===== src/rtl/nibble_serial_adder_ctrl.sv =====
// Wide add (optionally subtract with SUB_EN) on one 4-bit adder slice, one nibble per cycle, LSB nibble first.
// Latency: DONE pulses NIBBLES cycles after the accepting edge; results held until the next completion.
// Backpressure: START is only honoured in IDLE/DONE_S; START during RUN is ignored.
module nibble_serial_adder_ctrl #(
    parameter int NIBBLES = 4
) (
    input  logic                 clk_i,
    input  logic                 rst_n_i,
    input  logic                 start_i,
    input  logic [4*NIBBLES-1:0] a_i,
    input  logic [4*NIBBLES-1:0] b_i,
    input  logic                 cin_i,
    input  logic                 op_i,
    output logic                 busy_o,
    output logic                 done_o,
    output logic [4*NIBBLES-1:0] sum_o,
    output logic                 carry_o,
    output logic                 ovf_o
);
    localparam int W  = 4 * NIBBLES;
    localparam int IW = (NIBBLES > 1) ? $clog2(NIBBLES) : 1;

    typedef enum logic [1:0] {IDLE, RUN, DONE_S} state_e;

    state_e        state_q;
    logic [W-1:0]  a_q, b_q, res_q, res_d, sum_q;
    logic [IW-1:0] idx_q;
    logic          carry_q, cout_q, ovf_q, busy_q, done_q;

    logic [IW+1:0] base;
    logic [3:0]    a_nib, b_nib;
    logic [4:0]    nib_sum;
    logic          c3, last, carry_init;

    assign base  = {idx_q, 2'b00};
    assign a_nib = a_q[base +: 4];
    assign last  = (idx_q == IW'(NIBBLES - 1));

`ifdef SUB_EN
    logic sub_q;
    // Subtract is A + ~B + 1: invert B per nibble and seed the carry with 1.
    assign b_nib      = b_q[base +: 4] ^ {4{sub_q}};
    assign carry_init = op_i ? 1'b1 : cin_i;
`else
    logic unused_op;
    assign unused_op  = op_i;
    assign b_nib      = b_q[base +: 4];
    assign carry_init = cin_i;
`endif

    assign nib_sum = {1'b0, a_nib} + {1'b0, b_nib} + {4'b0000, carry_q};
    // Carry into bit 3 recovered from the sum bit, for signed overflow.
    assign c3      = a_nib[3] ^ b_nib[3] ^ nib_sum[3];

    always_comb begin
        res_d              = res_q;
        res_d[base +: 4]   = nib_sum[3:0];
    end

    always_ff @(posedge clk_i or negedge rst_n_i) begin
        if (!rst_n_i) begin
            state_q <= IDLE;
            a_q     <= '0;
            b_q     <= '0;
            res_q   <= '0;
            sum_q   <= '0;
            idx_q   <= '0;
            carry_q <= 1'b0;
            cout_q  <= 1'b0;
            ovf_q   <= 1'b0;
            busy_q  <= 1'b0;
            done_q  <= 1'b0;
`ifdef SUB_EN
            sub_q   <= 1'b0;
`endif
        end else begin
            case (state_q)
                IDLE, DONE_S: begin
                    done_q <= 1'b0;
                    if (start_i) begin
                        a_q     <= a_i;
                        b_q     <= b_i;
`ifdef SUB_EN
                        sub_q   <= op_i;
`endif
                        carry_q <= carry_init;
                        idx_q   <= '0;
                        busy_q  <= 1'b1;
                        state_q <= RUN;
                    end else begin
                        state_q <= IDLE;
                    end
                end
                RUN: begin
                    res_q   <= res_d;
                    carry_q <= nib_sum[4];
                    idx_q   <= idx_q + 1'b1;
                    if (last) begin
                        sum_q   <= res_d;
                        cout_q  <= nib_sum[4];
                        ovf_q   <= c3 ^ nib_sum[4];
                        busy_q  <= 1'b0;
                        done_q  <= 1'b1;
                        state_q <= DONE_S;
                    end
                end
                default: state_q <= IDLE;
            endcase
        end
    end

    assign busy_o  = busy_q;
    assign done_o  = done_q;
    assign sum_o   = sum_q;
    assign carry_o = cout_q;
    assign ovf_o   = ovf_q;
endmodule


===== config.mk =====
export PLATFORM = sky130hd
export DESIGN_NAME = nibble_serial_adder_ctrl
export DESIGN_NICKNAME = d
export VERILOG_FILES = /design/src/rtl/nibble_serial_adder_ctrl.sv
export SDC_FILE = /design/constraint.sdc
export NUM_CORES = 1
export LEC_CHECK = 0
export ABC_AREA = 0
export CORE_AREA = 4 4 107 89
export DETAILED_ROUTE_END_ITERATION = 7
export DIE_AREA = 0 0 111 93
export SLEW_MARGIN = 20
export SYNTH_ARGS = -nofsm -noshare
export SYNTH_HDL_FRONTEND = slang
export SYNTH_SLANG_ARGS = --single-unit

===== constraint.sdc =====
create_clock -name clk_i -period 2.8 [get_ports clk_i]
set_input_delay 0.28 -clock clk_i [delete_from_list [all_inputs] [get_ports clk_i]]
set_output_delay 0.28 -clock clk_i [all_outputs]
set_load 0.005 [all_outputs]

==> results of run 1 <==
==> power breakdown <==
group	internal [mW]	leakage (nW)	switching (mW)
sequential	1.54	0.905	0.259
clock	0.411	0.103	0.399
combinational	1.39	0.761	1.55
==> metrics by stage <==
stage	cells	setup slack, ps	utilization [%]
after global routing	432	14.1	50.4
after detailed placement	416	40.2	47.9
after global placement	416	96.8	47.9
after CTS	432	32.8	50.2
final	432	159	50.4
after floorplan	254	45.2	-
==> placed cells by master, fill, tap and decap left out, types with 2 or more instances in the layout <==
cell type         n
a21o_1            2
a21oi_1           7
a21oi_2           2
a221oi_1          9
a22o_1            5
a32o_1           12
buf_4             9
clkbuf_8          9
clkdlybuf4s50_1  54
clkinv_2          3
clkinv_4          3
dfrtp_1          73
fa_1              2
ha_1              9
inv_1             5
mux2_2           32
mux4_2            8
nand2_1          18
nor2_1           21
nor2b_1           4
nor3_2            2
nor3b_1           4
o21ai_0           3
o21ai_1           8
xnor2_1           2
==> cells by family after synthesis <==
logic type,after synthesis
XOR/XNOR,4
multiplexers,40
buffers and inverters,21
adder cells (fa/ha/maj),11
AND/OR/NAND/NOR,55
AO/OA/AOI/OAI,50
flip-flops,73
==> state kept, by name (all words and copies together) (netlist names) <==
register and count:
a_q 16, b_q 16, res_q 16, sum_o 16
idx_q 2, state_q 2, busy_o 1, carry_o 1
carry_q 1, done_o 1, ovf_o 1
==> worst min path at each step <==
stage / cells after the start / startpoint / endpoint
2_1_floorplan: 0 / rst_n_i / a_q[0]$_DFFE_PN0P_
6_report: 1 / rst_n_i / done_o$_DFFE_PN0P_
4_1_cts: 1 / rst_n_i / a_q[1]$_DFFE_PN0P_
5_1_grt: 1 / rst_n_i / done_o$_DFFE_PN0P_
3_5_place_dp: 1 / rst_n_i / a_q[1]$_DFFE_PN0P_
3_3_place_gp: 1 / rst_n_i / a_q[1]$_DFFE_PN0P_
==> routing by layer <==
| layer | up-vias | track usage [%] | part of all wire (%) |
|---|---|---|---|
| met5 | - | 0 | 0 |
| met4 | 0 | 3.69 | 0.98 |
| met3 | 8 | 4.20 | 5.6 |
| met2 | 51 | 21.6 | 45 |
| met1 | 1122 | 19.5 | 49 |
| li1 | 1054 | - | - |
==> cell type report <==
type	instances	share of cell area, %
sequential	73	43.3
multi-input combinational	160	33.2
timing repair buffer	65	15.0
tap	112	3.32
clock buffer	9	2.94
clock inverter	7	1.69
inverter	6	0.534
==> worst reg2reg max path: cells and delay by family (launching register included) <==
family	cells	cell delay [ps]
AO/OA/AOI/OAI	1	240
XOR/XNOR	1	210
adder cells (fa/ha/maj)	2	870
flip-flops	1	440
multiplexers	1	540
AND/OR/NAND/NOR	1	230
==> summary.md, run 1 <==
| Metric | Value |
|---|---|
| Crit path launch type | `register` |
| Crit-path slowest cell | `mux4_2` |
| RSZ-0062 raised after global routing | `no` |
| Post-CTS Hold Buffers | `0` |
| Initial Util | `39.5%` |
| Port bufs | `55` |
| Synth warn | `0` |
| Crit-path cells | `mux4_2, fa_1, fa_1, xor2_2, and2_1, a22o_1` |
| Core area | `8370 um2` |
| Post-Syn Area | `3300 um2` |
| DRT Wirelength | `6730 um` |
| Worst Path Buf+Inv | `0` |
| Clk root buf | `clkbuf_8` |
| Clk Latency, worst-skew pair | `340 ps` |
| Power consumption | `5.54 mW` |
| Sequential Area | `1830 um2` |
| Share of the synthesized area in the top cell type | `55.3%` |
| Tightest Hold Check Type | `in2async` |
| First-pass GRT wire length | `11600 um` |
| Multiplexer area fraction after synthesis | `16.4%` |
| Clk sinks | `73` |
| Compound-Gate Fraction of Synth Area | `11.4%` |
| Iteration-0 DRC count of the detailed router | `60` |
| Worst R2R Path Depth | `6` |
| Hold Fails Final Rpt | `0` |
| Crit end category | `register` |
| Mapped Cells | `254` |
| Worst IR Drop VDD | `0.681 mV` |
| Pleak | `1.77 nW` |
| Most used cell, CP | `fa_1` |
| Primary FF master, synth | `dfrtp_1` |
| Area contributors post-synth | `dfrtp_1 (55%), mux2_2 (11%), mux4_2 (5.5%), a32o_1 (3.6%), ha_1 (3.4%)` |
| DP Area | `4010 um2` |
| Drt drc | `0` |
| Setup violators final | `0` |
| Die ar. | `10300 um2` |
| Wire per inst | `15.6 um` |
| Max-cap viol count | `0` |
| DP Wirelength | `4930 um` |
| Final Cycle Share | `94.3%` |
| EDFF count, synth | `0` |
| Leading area contributor after synthesis | `dfrtp_1` |
| Pin count of the biggest net entering global routing | `43` |
| XOR/XNOR share of the synthesized area | `1.06%` |
| Setup slack, reg-to-reg | `160 ps` |
| Status | `finished clean` |
| Avg Synthesized Cell Area | `13.0 um2` |
| Vias per std cell | `5.17` |
| Worst reg2reg path startpoint | `idx_q[0]$_DFFE_PN0P_` |
| Worst path max stage delay | `540 ps` |
| Area share of and/or/nand/nor cells after synthesis | `8.45%` |
| Post-synth top cells | `dfrtp_1 (73), mux2_2 (32), nor2_1 (21), nand2_1 (18), a32o_1 (12)` |
| Largest family of logic cells by synthesized area | `multiplexers` |
| # IOs | `57` |
| Max Freq | `0.379 GHz` |
| CTS Buf Count | `9` |
| Maximum fanout along the worst path | `5` |
| Worst EP arrival | `2870 ps` |
| Reg-to-reg endpoint | `res_q[6]$_DFFE_PN0P_` |
| Final nets | `363` |
| Worst Setup SP | `idx_q[0]$_DFFE_PN0P_` |
| Layout cells sized above 1 | `23.4%` |
| Multi-input gate area | `1400 um2` |
| Minimum clock period | `2640 ps` |
| Antenna Cells | `0` |
| Rel. slew slack | `50.0%` |
| Critical Path End | `res_q[6]$_DFFE_PN0P_` |
| Die height | `93 um` |
| Worst EP required | `3030 ps` |
| DRT antenna net count | `0` |
| Synth Area in Adders | `4.62%` |
| Filler instances | `734` |
| H-tree levels | `3` |
| Fin. max-slew vios | `0` |
| Vias in the first global route | `2270` |
| Worst-path clk slew | `80 ps` |
| Setup TNS | `0 ps` |
| Netlist cell types | `33` |
| Most common cell in the netlist | `dfrtp_1` |
| Mapped Nets | `302` |
| Worst hold slack | `1.56 ps` |
| Pwr Density | `1310 nW/um2` |
| Vias post-DR | `2235` |
| Initial antenna violation count | `0` |
| Clock Path Buffers | `2` |
| Setup bufs post-CTS | `0` |
| Sequential element share of the synthesized area | `55.3%` |
| FP Rows | `30` |
| Remaining Overflow, GRT | `0` |
| CTS tree | `done` |
| GP Congestion | `0.782` |
| GRT Resource Usage Total | `14.0%` |
| DRT Pass-1 Iters | `5` |
| Crit path kind | `reg2reg` |
| Clk_skew | `9.79 ps` |
| Post-CTS sizing | `0` |
| Design area | `4220 um2` |
| Synthesis-stage register bit count | `73` |
| Share of flip-flops with an asynchronous set or reset | `100%` |
| Chip Width | `111 um` |
| Syn-to-layout area delta | `27.6%` |
| Crit path depth | `6` |
| Slew @ Worst Pin | `750 ps` |
| Critical path's top delay family | `adder cells` |
(Power assumes the default switching activity.)
==> run 2, diff against run 1 <==
- CAP_MARGIN: default -> 10
- CORE_AREA: 4 4 107 89 -> 4 4 101 84
- DIE_AREA: 0 0 111 93 -> 0 0 105 88
- PLACE_DENSITY: default -> 0.71
==> summary.md, run 2 (synthesis gave the netlist of run 1 again) <==
| Metric | Value |
|---|---|
| Status | `finished clean` |
| CTS Buf Count | `9 (unchanged)` |
| Most frequent cells in the layout | `dfrtp_1 (72), clkdlybuf4s50_1 (54), mux2_2 (32)` |
| Chip Width | `105 um (-5.4%)` |
| Initial Util | `44.9% (+5.4 points)` |
| Clk_skew | `17.2 ps (+7.38 ps)` |
| Remaining Overflow, GRT | `0 (unchanged)` |
| Setup bufs post-CTS | `0 (unchanged)` |
| # IOs | `57 (unchanged)` |
| DRT antenna net count | `0 (unchanged)` |
| Reg-to-reg endpoint | `res_q[6]$_DFFE_PN0P_` |
| Vias in the first global route | `2398 (+5.6%)` |
| Syn-to-layout area delta | `27.3%` |
| FP Rows | `28 (-6.7%)` |
| Hold Fails Final Rpt | `0 (unchanged)` |
| DP Wirelength | `4810 um (-2.5%)` |
| Crit-path cells | `mux4_2, fa_1, fa_1, xor2_1, and2_1, a22o_1` |
| Max Freq | `0.384 GHz (+1.5%)` |
| H-tree levels | `3 (unchanged)` |
| Wire per inst | `16.0 um (+2.9%)` |
| Final core occ | `57.2% (+6.8 points)` |
| Clk root buf | `clkbuf_8` |
| Most used cell, CP | `fa_1` |
| Port bufs | `55 (unchanged)` |
| Drt drc | `0 (unchanged)` |
| Worst EP required | `3090 ps (+60 ps)` |
| Setup TNS | `0 ps (unchanged)` |
| Non-Filler Instances | `412 (-4.6%)` |
| DRT Wirelength | `6600 um (-1.9%)` |
| Vias post-DR | `2213 (-0.98%)` |
| Worst-path clk slew | `80 ps (about the same)` |
| GRT Resource Usage Total | `16.3% (+2.2 points)` |
| Antenna Cells | `0 (unchanged)` |
| Worst EP arrival | `2890 ps (+20 ps)` |
| Final Cycle Share | `92.9% (-1.4 points)` |
| Slew @ Worst Pin | `651 ps (-99.8 ps)` |
| Pwr Density | `1360 nW/um2 (+3.6%)` |
| Core area | `7360 um2 (-12%)` |
| GP Congestion | `0.836 (+6.9%)` |
| Worst IR Drop VDD | `0.892 mV (+31%)` |
| Vias per std cell | `5.37 (+3.8%)` |
| Filler instances | `641 (-13%)` |
| Clk sinks | `73 (unchanged)` |
| Worst path max stage delay | `530 ps (about the same)` |
| Worst reg2reg path startpoint | `idx_q[0]$_DFFE_PN0P_` |
| Commonest non-fill, non-tap cell in the layout | `dfrtp_1` |
| RSZ-0062 raised after global routing | `no` |
| Iteration-0 DRC count of the detailed router | `99 (+65%)` |
| Worst R2R Path Depth | `6 (unchanged)` |
| Layout cells sized above 1 | `23.6% (+0.16 points)` |
| Pin count of the biggest net entering global routing | `47 (+9.3%)` |
| Die ar. | `9240 um2 (-10%)` |
| Tightest Hold Check Type | `in2async` |
| Clock Path Buffers | `2 (unchanged)` |
| Setup slack, reg-to-reg | `200 ps (+40 ps)` |
| Crit-path slowest cell | `mux4_2` |
| Rel. slew slack | `56.6% (+6.7 points)` |
| Max-cap viol count | `0 (unchanged)` |
| Placed insts | `396 (-4.8%)` |
| Final nets | `366 (+0.83%)` |
| Crit path kind | `reg2reg` |
| DRT Pass-1 Iters | `4 (-1)` |
| Pleak | `1.78 nW (+0.37%)` |
| Clk Latency, worst-skew pair | `350 ps (about the same)` |
| Worst Setup SP | `idx_q[0]$_DFFE_PN0P_` |
| Crit path launch type | `register` |
| CTS tree | `done` |
| Minimum clock period | `2600 ps (-38.8 ps)` |
| Initial antenna violation count | `0 (unchanged)` |
| Die height | `88 um (-5.4%)` |
| Critical Path End | `res_q[6]$_DFFE_PN0P_` |
| First-pass GRT wire length | `11600 um (+0.54%)` |
| Power consumption | `5.73 mW (+3.4%)` |
| Maximum fanout along the worst path | `5 (unchanged)` |
| Crit end category | `register` |
| Fin. max-slew vios | `0 (unchanged)` |
| Setup violators final | `0 (unchanged)` |
-- run 2: changes by cell type in the layout (fill, tap and decap cells not counted) --
cell / change
buf_4: +2
clkbuf_8: +1
clkinv_2: -1
clkinv_4: -2
clkinvlp_4: +1
dfrtp_1: -1
dfrtp_2: +1
dlygate4sd3_1: +1
xor2_1: +1
xor2_2: -1
-- run 2: cell type report --
class	instances	area, um2	share of cell area [%]
Sequential cell	73	1830	43.5
Tap cell	90	113	2.68
Clock buffer	10	138	3.27
Timing Repair Buffer	68	658	15.7
Clock inverter	5	56.3	1.34
Multi-Input combinational cell	160	1390	33.1
Inverter	6	22.5	0.536
-- run 2: what timing repair did --
| item | CTS | global route |
|---|---|---|
| setup endpoints to repair | 0 | 5 |
| endpoints found under the hold margin | 27 | 0 |
| hold buffers | 1 | 0 |
| resized for setup | 0 | 2 |
-- run 2: where the power goes --
part	internal, mW	switching, mW
Clock	0.429	0.381
Sequential	1.54	0.273
Combinational	1.50	1.60
Total	3.47	2.26
-- run 2: through the flow --
step,instance area [um2],setup WS (ps),hold slack (ps)
after detailed placement,4000,124,343
after CTS,4200,112,493
after global routing,4210,30.4,519
final,4210,198,484
after floorplan,3310,45.2,-15.6
after global placement,4000,136,343
-- run 2: worst min path at each step --
stage	end	slack, ps
3_3_place_gp	sum_o[1]$_DFFE_PN0P_	340
5_1_grt	res_q[15]$_DFFE_PN0P_	520
4_1_cts	res_q[0]$_DFFE_PN0P_	490
6_report	sum_o[1]$_DFFE_PN0P_	480
2_1_floorplan	a_q[0]$_DFFE_PN0P_	-20
3_5_place_dp	sum_o[1]$_DFFE_PN0P_	340
-- run 2: routing by layer --
layer / up-vias / global-route usage, % / share of wire, %
li1: 1057 / - / -
met1: 1096 / 21.4 / 47
met2: 51 / 25.7 / 46
met3: 9 / 5.38 / 5.7
met4: 0 / 5.48 / 1.5
met5: - / 0 / 0
-- run 2: worst max-delay path: cells and delay by family, from the launching register on --
| family | cells | cell delay, ps |
|---|---|---|
| muxes | 1 | 530 |
| AOI/OAI and AO/OA | 1 | 180 |
| xor gates and xnor gates | 1 | 280 |
| adders and majority gates | 2 | 850 |
| and+or+nand+nor | 1 | 290 |
| DFF | 1 | 420 |
==> run 3, diff against run 2 <==
==> constraint.sdc (replaced) <==
create_clock -name clk_i -period 2.8 [get_ports clk_i]
set_input_delay 0.42 -clock clk_i [delete_from_list [all_inputs] [get_ports clk_i]]
set_output_delay 0.42 -clock clk_i [all_outputs]
set_load 0.005 [all_outputs]
==> summary.md, run 3 (synthesis gave the netlist of run 1 again) <==
| Metric | Value |
|---|---|
| Port bufs | `55 (unchanged)` |
| CTS Buf Count | `9 (unchanged)` |
| Reg-to-reg endpoint | `sum_o[10]$_DFFE_PN0P_` |
| Final nets | `367 (+0.27%)` |
| DRT antenna net count | `0 (unchanged)` |
| Syn-to-layout area delta | `27.4% (about the same)` |
| Hold Fails Final Rpt | `0 (unchanged)` |
| Most used cell, CP | `fa_1` |
| Initial Util | `44.9% (unchanged)` |
| Worst R2R Path Depth | `7 (+1)` |
| Pwr Density | `1380 nW/um2 (+1.2%)` |
| Antenna Cells | `0 (unchanged)` |
| Iteration-0 DRC count of the detailed router | `150 (+52%)` |
| DRT Pass-1 Iters | `5 (+1)` |
| Status | `finished clean` |
| Pin count of the biggest net entering global routing | `39 (-17%)` |
| FP Rows | `28 (unchanged)` |
| Tightest Hold Check Type | `in2async` |
| Crit-path slowest cell | `mux4_2` |
| Maximum fanout along the worst path | `5 (unchanged)` |
| DRT Wirelength | `6860 um (+4.0%)` |
| Post-CTS Hold Buffers | `0 (-1)` |
| Die ar. | `9240 um2 (unchanged)` |
| RSZ-0062 raised after global routing | `no` |
| Worst reg2reg path startpoint | `idx_q[0]$_DFFE_PN0P_` |
| Most frequent cells in the layout | `dfrtp_1 (72), clkdlybuf4s50_1 (54), mux2_2 (32)` |
| Placed insts | `398 (+0.51%)` |
| Slew @ Worst Pin | `833 ps (+182 ps)` |
| Core area | `7360 um2 (unchanged)` |
| GRT Resource Usage Total | `16.4% (+0.12 points)` |
| DP Wirelength | `4930 um (+2.5%)` |
| First-pass GRT wire length | `11700 um (+0.47%)` |
| Pleak | `1.78 nW (+0.19%)` |
| Final Cycle Share | `93.4% (+0.49 points)` |
| Worst EP arrival | `2850 ps (-40 ps)` |
| Max Freq | `0.382 GHz (-0.53%)` |
| Wire per inst | `16.6 um (+3.5%)` |
| Crit path launch type | `register` |
| Setup violators final | `0 (unchanged)` |
| Max-cap viol count | `0 (unchanged)` |
| Minimum clock period | `2620 ps (+13.8 ps)` |
| Setup slack, reg-to-reg | `180 ps (about the same)` |
| Clk_skew | `12.8 ps (-4.36 ps)` |
| Commonest non-fill, non-tap cell in the layout | `dfrtp_1` |
| Vias in the first global route | `2356 (-1.8%)` |
| Vias per std cell | `5.44 (+1.3%)` |
| Crit end category | `register` |
| Setup TNS | `0 ps (unchanged)` |
| Die height | `88 um (unchanged)` |
| Drt drc | `0 (unchanged)` |
| CTS tree | `done` |
| Clk root buf | `clkbuf_8` |
| Worst EP required | `3030 ps (-60 ps)` |
| Worst IR Drop VDD | `0.768 mV (-14%)` |
| Initial antenna violation count | `0 (unchanged)` |
| GP Congestion | `0.824 (-1.5%)` |
| Vias post-DR | `2253 (+1.8%)` |
| Remaining Overflow, GRT | `0 (unchanged)` |
| Crit path kind | `reg2reg` |
| Worst-path clk slew | `80 ps (about the same)` |
| Rel. slew slack | `44.5% (-12 points)` |
| Chip Width | `105 um (unchanged)` |
| Worst path max stage delay | `530 ps (about the same)` |
| Crit-path cells | `mux4_2, fa_1, fa_1, xor2_1, buf_4, a221oi_1, nor2_1` |
| Final core occ | `57.2% (about the same)` |
| Non-Filler Instances | `414 (+0.49%)` |
| H-tree levels | `3 (unchanged)` |
| Clk Latency, worst-skew pair | `350 ps (about the same)` |
| # IOs | `57 (unchanged)` |
| Clk sinks | `73 (unchanged)` |
| Layout cells sized above 1 | `23.8% (+0.16 points)` |
| Fin. max-slew vios | `0 (unchanged)` |
| Clock Path Buffers | `2 (unchanged)` |
## run 3: changes by cell type in the layout (fill, tap and decap cells not counted)
cell / change
clkinv_4: +2
clkbuf_8: -1
a21oi_2: -1
buf_4: +2
a21oi_1: +1
dlygate4sd3_1: -1
clkinv_2: -1
clkbuf_1: +1
## run 3: worst max-delay path by stage
stage	startpoint	to	slack, ps	depth (start not counted)
2_1_floorplan	idx_q[0]$_DFFE_PN0P_	res_q[2]$_DFFE_PN0P_	50	7
3_3_place_gp	idx_q[0]$_DFFE_PN0P_	sum_o[10]$_DFFE_PN0P_	140	7
3_5_place_dp	idx_q[0]$_DFFE_PN0P_	sum_o[10]$_DFFE_PN0P_	100	7
4_1_cts	idx_q[0]$_DFFE_PN0P_	sum_o[10]$_DFFE_PN0P_	90	7
5_1_grt	idx_q[0]$_DFFE_PN0P_	sum_o[10]$_DFFE_PN0P_	30	7
6_report	idx_q[0]$_DFFE_PN0P_	sum_o[10]$_DFFE_PN0P_	180	7
## run 3: layout make-up
| class | instances | area [um2] |
|---|---|---|
| clock inverter | 6 | 68.8 |
| fill | 627 | 3150 |
| inverter | 6 | 22.5 |
| clock buffer | 10 | 128 |
| timing repair buffer | 69 | 663 |
| sequential | 73 | 1830 |
| tap | 90 | 113 |
| multi-input combinational | 160 | 1390 |
## run 3: worst max-delay path, delay by kind of cell (launching register included)
| kind | cells | cell delay [ps] |
|---|---|---|
| AO/OA/AOI/OAI | 1 | 310 |
| XOR/XNOR | 1 | 160 |
| adder cells (fa/ha/maj) | 2 | 860 |
| buffers and inverters | 1 | 160 |
| flip-flops | 1 | 420 |
| multiplexers | 1 | 530 |
| AND/OR/NAND/NOR | 1 | 70 |
## run 3: repair_timing
action                                  CTS  global route
resized for setup                         0             1
endpoints found under the setup margin    0             2
setup buffers                             0             0
## run 3: report_power, final
part           switching (mW)  internal, mW  total (mW)  leakage, nW
Clock                   0.398         0.414       0.813       0.0964
Combinational            1.65          1.54        3.19        0.778
Sequential              0.265          1.54        1.80        0.904
## run 3: layer usage
layer	global-route usage (%)	share of wire [%]	vias up
met5	0	0	-
met4	6.56	1.1	0
met3	4.79	5.4	5
met2	25.9	47	61
met1	21.6	46	1131
li1	-	-	1056
## run 3: per-stage QoR
step	cell area (um2)	setup WS (ps)	hold WS (ps)	power [mW]
after floorplan	3310	45.2	124	3.77
after global placement	4010	141	463	4.94
after detailed placement	4010	103	471	5.03
after CTS	4210	86.4	172	5.85
after global routing	4210	28.4	218	6.27
final	4210	184	166	5.80
